**src/rtl/alu_issue_unit.sv**
```systemverilog
// Issue/writeback stage around the 16-bit multiplexer ALU, with a small register file and retired counter.
// Accept edge -> writeback one edge later; in_ready drops for the EXEC cycle (1 instr / 2 cycles).
module alu_issue_unit #(
  parameter int WIDTH = 16,
  parameter int NREGS = 4,
  localparam int AW = $clog2(NREGS)
) (
  input  logic             clock,
  input  logic             clear,
  input  logic             in_valid,
  output logic             in_ready,
  input  logic [1:0]       in_op,
  input  logic [AW-1:0]    in_ra,
  input  logic [AW-1:0]    in_rb,
  input  logic [AW-1:0]    in_rd,
  input  logic             load_en,
  input  logic [AW-1:0]    load_addr,
  input  logic [WIDTH-1:0] load_data,
  output logic [1:0]       opCode,
  output logic [WIDTH-1:0] inputA,
  output logic [WIDTH-1:0] inputB,
  input  logic [WIDTH-1:0] result,
  output logic             wb_valid,
  output logic [AW-1:0]    wb_addr,
  output logic [WIDTH-1:0] wb_data,
  output logic             illegal,
  output logic [15:0]      retired
);

  typedef enum logic {IDLE, EXEC} state_t;

  state_t           state_q, state_d;
  logic             in_ready_q, in_ready_d;
  logic [1:0]       op_q, op_d;
  logic [WIDTH-1:0] a_q, a_d;
  logic [WIDTH-1:0] b_q, b_d;
  logic [AW-1:0]    rd_q, rd_d;
  logic             wb_valid_q, wb_valid_d;
  logic [AW-1:0]    wb_addr_q, wb_addr_d;
  logic [WIDTH-1:0] wb_data_q, wb_data_d;
  logic             illegal_q, illegal_d;
  logic [15:0]      retired_q, retired_d;
  logic [WIDTH-1:0] regs_q [NREGS];
  logic [WIDTH-1:0] regs_d [NREGS];

  always_comb begin
    state_d    = state_q;
    in_ready_d = in_ready_q;
    op_d       = op_q;
    a_d        = a_q;
    b_d        = b_q;
    rd_d       = rd_q;
    wb_valid_d = 1'b0;
    wb_addr_d  = wb_addr_q;
    wb_data_d  = wb_data_q;
    illegal_d  = 1'b0;
    retired_d  = retired_q;
    regs_d     = regs_q;

    // Preload goes first so a same-edge writeback to the same address overrides it.
    if (load_en) regs_d[load_addr] = load_data;

    case (state_q)
      IDLE: begin
        in_ready_d = 1'b1;
        if (in_valid && in_ready_q) begin
          state_d    = EXEC;
          in_ready_d = 1'b0;
          op_d       = in_op;
          a_d        = (load_en && load_addr == in_ra) ? load_data : regs_q[in_ra];
          b_d        = (load_en && load_addr == in_rb) ? load_data : regs_q[in_rb];
          rd_d       = in_rd;
        end
      end
      EXEC: begin
        state_d    = IDLE;
        in_ready_d = 1'b1;
        if (op_q == 2'b11) begin
          illegal_d = 1'b1;
        end else begin
          regs_d[rd_q] = result;
          wb_valid_d   = 1'b1;
          wb_addr_d    = rd_q;
          wb_data_d    = result;
          retired_d    = retired_q + 16'd1;
        end
      end
      default: state_d = IDLE;
    endcase
  end

  always_ff @(posedge clock or negedge clear) begin
    if (!clear) begin
      state_q    <= IDLE;
      in_ready_q <= 1'b0;
      op_q       <= '0;
      a_q        <= '0;
      b_q        <= '0;
      rd_q       <= '0;
      wb_valid_q <= 1'b0;
      wb_addr_q  <= '0;
      wb_data_q  <= '0;
      illegal_q  <= 1'b0;
      retired_q  <= '0;
      for (int i = 0; i < NREGS; i++) regs_q[i] <= '0;
    end else begin
      state_q    <= state_d;
      in_ready_q <= in_ready_d;
      op_q       <= op_d;
      a_q        <= a_d;
      b_q        <= b_d;
      rd_q       <= rd_d;
      wb_valid_q <= wb_valid_d;
      wb_addr_q  <= wb_addr_d;
      wb_data_q  <= wb_data_d;
      illegal_q  <= illegal_d;
      retired_q  <= retired_d;
      for (int i = 0; i < NREGS; i++) regs_q[i] <= regs_d[i];
    end
  end

  assign in_ready = in_ready_q;
  assign opCode   = op_q;
  assign inputA   = a_q;
  assign inputB   = b_q;
  assign wb_valid = wb_valid_q;
  assign wb_addr  = wb_addr_q;
  assign wb_data  = wb_data_q;
  assign illegal  = illegal_q;
  assign retired  = retired_q;

endmodule

```
**config.mk**
```make
export PLATFORM = sky130hd
export DESIGN_NAME = alu_issue_unit
export DESIGN_NICKNAME = d
export VERILOG_FILES = /design/src/rtl/alu_issue_unit.sv
export SDC_FILE = /design/constraint.sdc
export NUM_CORES = 1
export LEC_CHECK = 0
export BUFFER_PORTS_ARGS = -buffer_cell sky130_fd_sc_hd__buf_2
export CORE_UTILIZATION = 35
export DETAILED_ROUTE_END_ITERATION = 10
export SLEW_MARGIN = 10
export SYNTH_ARGS = -nofsm -noshare
export SYNTH_HDL_FRONTEND = slang
export SYNTH_SLANG_ARGS = --single-unit
```
**constraint.sdc**
```tcl
create_clock -name clock -period 1.9 [get_ports clock]
set_input_delay 0.285 -clock clock [delete_from_list [all_inputs] [get_ports clock]]
set_output_delay 0.285 -clock clock [all_outputs]
set_load 0.05 [all_outputs]
```
Word level (Yosys, flattened, before mapping):

Cells that the tools add are included.

* register bits after elaboration: 138
* memories: 0
* logic and storage cells: 63
* ROM bits: 0
* RAM bits: 0
* bits in latches: 0

* bitwise gates (word level): 6
* order comparisons: 6
* multiply operators: 0
* div/mod/pow operators: 0
* $add $sub $neg: 1
* multiplexer cells: 25
* shift-type cells: 0
* reduce and logical (&&, ||, !) cells: 7
* equal/unequal tests: 3

Operator list (count)
* 2-to-1 mux 64 bit: 3
* bitwise mux 64 bit: 2
* 2-to-1 mux 16 bit: 8
* binary-select mux 16 bit (select 2 bit): 2
* demux 16 bit (select 2 bit): 2
* adder 16 x 1 -> 16 bit (second input constant): 1
* greater-or-equal comparator 3 bit (second input constant): 4
* inverter 2 -> 3 bit: 4
* < comparator 3 x 1 -> 1 bit (second input constant): 2
* 2-to-1 mux 1 bit: 6
* logical AND 1 bit: 5
* == test 2 bit: 2
* one-hot mux 1 bit (2 select lines): 2
* AND reduction 2 bit: 2
* == test 2 bit (second input constant): 1
* inverter 1 bit: 2

Longest topological paths before layout:

* word-level depth: 10
* depth in mapped cells: 7

Worst setup path before layout:

No wires, ideal clock.

* kind: reg-to-reg
* from: register op_q[0], in the netlist opCode[0]
* to: register wb_data_q[10], in the netlist wb_data[10]
* stages on the path, launching flop included: 5
* setup time: 125 ps
* path buffers: 2
* path slack: 207 ps
* data arrival time: 1568 ps
* required time: 1775 ps
* cells stage by stage: dfrtp_1 a21boi_4 buf_6 buf_4 mux2_2

* word-level cells in the longest chain between the ends: 3

Ends and longest elaborated chain
* from (decl): RTL line 34 `logic [1:0] op_q, op_d;`
* from (signal assigned): RTL line 109 `op_q <= op_d;`
* == test 2 bit: RTL line 78 `if (op_q == 2'b11) begin`
* inverter 1 bit (no source line)
* AND reduction 2 bit (no source line)
* to (signal assigned): RTL line 115 `wb_data_q <= wb_data_d;`
* to (decl): RTL line 40 `logic [WIDTH-1:0] wb_data_q, wb_data_d;`

No other way between the ends.
A chain may end at the register's enable or synchronous reset.

==> results by group <==
Run status
  – Status: finished, final reports clean

STA
  – PnR worst setup slack: 0.2642 ns
  – Normalized max-slew margin: 67.81%
  – Tightest Pin Transition: 0.4816 ns
  – Minimum clock period: 1.636 ns
  – Period utilisation layout: 86.10%
  – Fmax: 611.3 MHz
  – Worst hold margin: 0.05323 ns
  – RSZ-0062 raised after global routing: no
  – Setup_tns: 0 ns
  – Clk_skew: 0.005613 ns
  – Final setup violation count: 0
  – Final hold viol count: 0
  – Final Max Slew Viols: 0

Finish
  – Layout overhead on the synthesized area: 21.17%
  – Cell Count, Final, Fillers Out: 1,024
  – Cell area after layout: 0.008551 mm2
  – Proportion of layout cells with a drive suffix above 1: 30.21%
  – Fillers: 1,901
  – Fin nets: 792

Floorplan
  – Die ar.: 0.02073 mm2
  – Initial Util: 36.02%
  – Top-Level Pins: 117
  – CORE AREA: 0.01959 mm2
  – Die X: 144.0 um
  – Chip height: 144.0 um
  – Core Rows: 51

Worst setup path
  – Crit-path max cell delay: 0.44 ns
  – FF-to-FF End: regs_q[48]$_DFF_PN0_
  – Critical path type: reg2reg
  – Slowest CP cell: a21boi_4
  – Worst Path Arrival: 1.98 ns
  – Crit path buffers/inverters: 1
  – Worst r2r src: opCode[0]$_DFFE_PN0P_
  – CP Data Required Time: 2.24 ns
  – Cell family with most CP delay: compound AO/OA/AOI/OAI gates
  – R2r setup slk: 0.26 ns
  – R2R cell count: 5
  – Crit. End Element: register
  – Crit-path cells: a21boi_4 > nor3b_4 > buf_12 > nand2_1 > o21ai_1
  – Startpoint Class: register
  – Maximum fanout along the worst path: 32

Place
  – Placed Instance Area: 0.007953 mm2
  – Placement Setup Slack: 0.2696 ns
  – Final GP Congestion: 0.7844
  – Buffers on Ports: 116
  – Detailed Place HPWL: 12,320 um
  – DP Cell Count: 990

Route
  – Post-DRT Antenna Nets: 0
  – Pre-Repair DR Iteration Count: 5
  – Drt initial violations: 338
  – Avg WL per Cell: 18.29 um
  – Via count: 5,234
  – Post-DR vias/cell: 5.111
  – DRC violations left: 0
  – Final wirelength: 18,730 um

Min path
  – HP Class: in2reg
  – Hold EP: opCode[0]$_DFFE_PN0P_
  – Hold Path Stages: 3
  – HP Start: in_op[0]

Logic synthesis
  – Cells after synthesis: 630
  – Synth top area cells: dfrtp_1 (49%), mux2i_1 (9.1%), mux4_2 (8.0%)
  – Syn_nets: 677
  – Yosys cell types: 37
  – Post-synth top area share: 48.94%
  – Sequential element share of the synthesized area: 48.94%
  – YS warnings: 0
  – Synthesized cell area: 0.007057 mm2
  – Mapped Avg Cell Area: 11.20 um2
  – Leading area contributor after synthesis: dfrtp_1
  – #FFs+latches synth: 138

Global routing
  – First-pass GRT wire length: 29,380 um
  – Vias in the first global route: 5,064
  – Largest net degree at the start of global routing: 44
  – GRT Overall Usage: 19.23%
  – Initial antenna violation count: 1
  – Congestion Overflow GR: 0

Clock tree
  – Post-CTS Resized: 0
  – TritonCTS clock tree: yes
  – Clk sinks: 138
  – Num CTS Buffers: 17
  – Clk slew on worst S/H paths: 0.06 ns
  – H-tree levels: 4
  – Root buf cell: clkbuf_16
  – Clock latency on the worst-skew pair: 0.42 ns
  – Maximum clock path buffer count: 2

Power and ir drop
  – Power per Cell Area: 1474 mW/mm2
  – VDD IR max: 0.001048 V
  – Leak: 0.004030 uW

Job
  – Max_cap viols: 0
layout make-up:
class                   count  area, um2  area share, %
flip-flops and latches    138       3453          40.39
multi-input cells         442       3249          38.00
repair buffers            143      917.1          10.73
clock buffers              18      439.2          5.136
well taps                 265      331.6          3.878
clock inverters            14      146.4          1.712
inverters                   3      11.26         0.1317
diodes                      1      2.502        0.02927
cell usage after synthesis (all sizes together):
cell type	count
dfrtp	138
a21oi	96
nand2	82
nor2	66
mux2i	64
buf	41
mux4	32
o21ai	32
mux2	19
xnor2	13
nand3	7
and3	6
clkbuf	6
xor2	6
nand4	5
nor3	4
inv	3
nand3b	3
nor3b	2
a21boi	1
and3b	1
ha	1
nor4	1
or2	1
kinds of logic after synthesis:
| kind of cell | synth area share, % |
|---|---|
| AND/OR/NAND/NOR | 11.38 |
| XOR/XNOR | 2.358 |
| buffers and inverters | 5.106 |
| multiplexers | 22.70 |
| adder cells (fa/ha/maj) | 0.1773 |
| flip-flops | 48.94 |
| AO/OA/AOI/OAI | 9.344 |
registers in the layout, indices dropped and copies added, names as in the netlist:
register and count:
regs_q 64, inputA 16, inputB 16, retired 16
wb_data 16, opCode 2, rd_q 2, wb_addr 2
illegal 1, in_ready 1, state_q 1, wb_valid 1
how the worst max path moves through the flow:
stage / from / end / depth (start not counted)
after global placement: opCode[0]$_DFFE_PN0P_ / wb_data[2]$_DFFE_PN0P_ / 3
after detailed placement: opCode[0]$_DFFE_PN0P_ / regs_q[48]$_DFF_PN0_ / 5
after CTS: opCode[0]$_DFFE_PN0P_ / regs_q[48]$_DFF_PN0_ / 5
after floorplan: opCode[0]$_DFFE_PN0P_ / wb_data[10]$_DFFE_PN0P_ / 4
after global routing: opCode[0]$_DFFE_PN0P_ / regs_q[1]$_DFF_PN0_ / 5
final: opCode[0]$_DFFE_PN0P_ / regs_q[48]$_DFF_PN0_ / 5
cell usage in the layout, fill, tap and decap left out, types with 5 or more instances in the layout:
master / count
mux2i_1: 64
nand2_1: 82
buf_2: 115
xor2_1: 6
clkinv_2: 5
buf_4: 16
a21oi_1: 96
buf_12: 10
clkinv_4: 5
mux4_2: 25
nand3_1: 5
dfrtp_1: 138
mux2_2: 19
mux4_1: 7
nor2_1: 66
clkbuf_16: 17
xnor2_1: 13
and3_1: 5
o21ai_1: 28
power breakdown:
group | leakage, uW | total (uW) | switching, uW | internal, uW
clock network | 0.000294 | 3270 | 1300 | 1970
logic | 0.00211 | 4640 | 3000 | 1640
registers | 0.00163 | 4690 | 730 | 3960
worst register-to-register path: stages, from the launching register on:
cell	delay, ns
dfrtp_1	0.43
a21boi_4	0.44
nor3b_4	0.31
buf_12	0.22
nand2_1	0.07
o21ai_1	0.08
per-stage QoR:
| step | util [%] | total power [uW] |
|---|---|---|
| after floorplan | - | 8149 |
| after global placement | 40.60 | 9317 |
| after detailed placement | 40.60 | 9398 |
| after CTS | 43.64 | 12710 |
| after global routing | 43.65 | 13290 |
| final | 43.65 | 12610 |
layer usage:
| layer | vias to the layer above | GRT usage [%] | share of wire (%) |
|---|---|---|---|
| met5 | - | 0 | 0 |
| met4 | 0 | 4.255 | 0.84 |
| met3 | 14 | 4.901 | 6.1 |
| met2 | 167 | 31.12 | 48 |
| met1 | 2588 | 25.87 | 45 |
| li1 | 2465 | - | - |
repair_timing:
| action | 4_1_cts | 5_1_grt |
|---|---|---|
| hold buffers | 1 | 0 |
| setup buffers | 0 | 0 |
| hold endpoints to repair | 40 | 0 |
No activity file was read; power rests on OpenSTA's default activity.
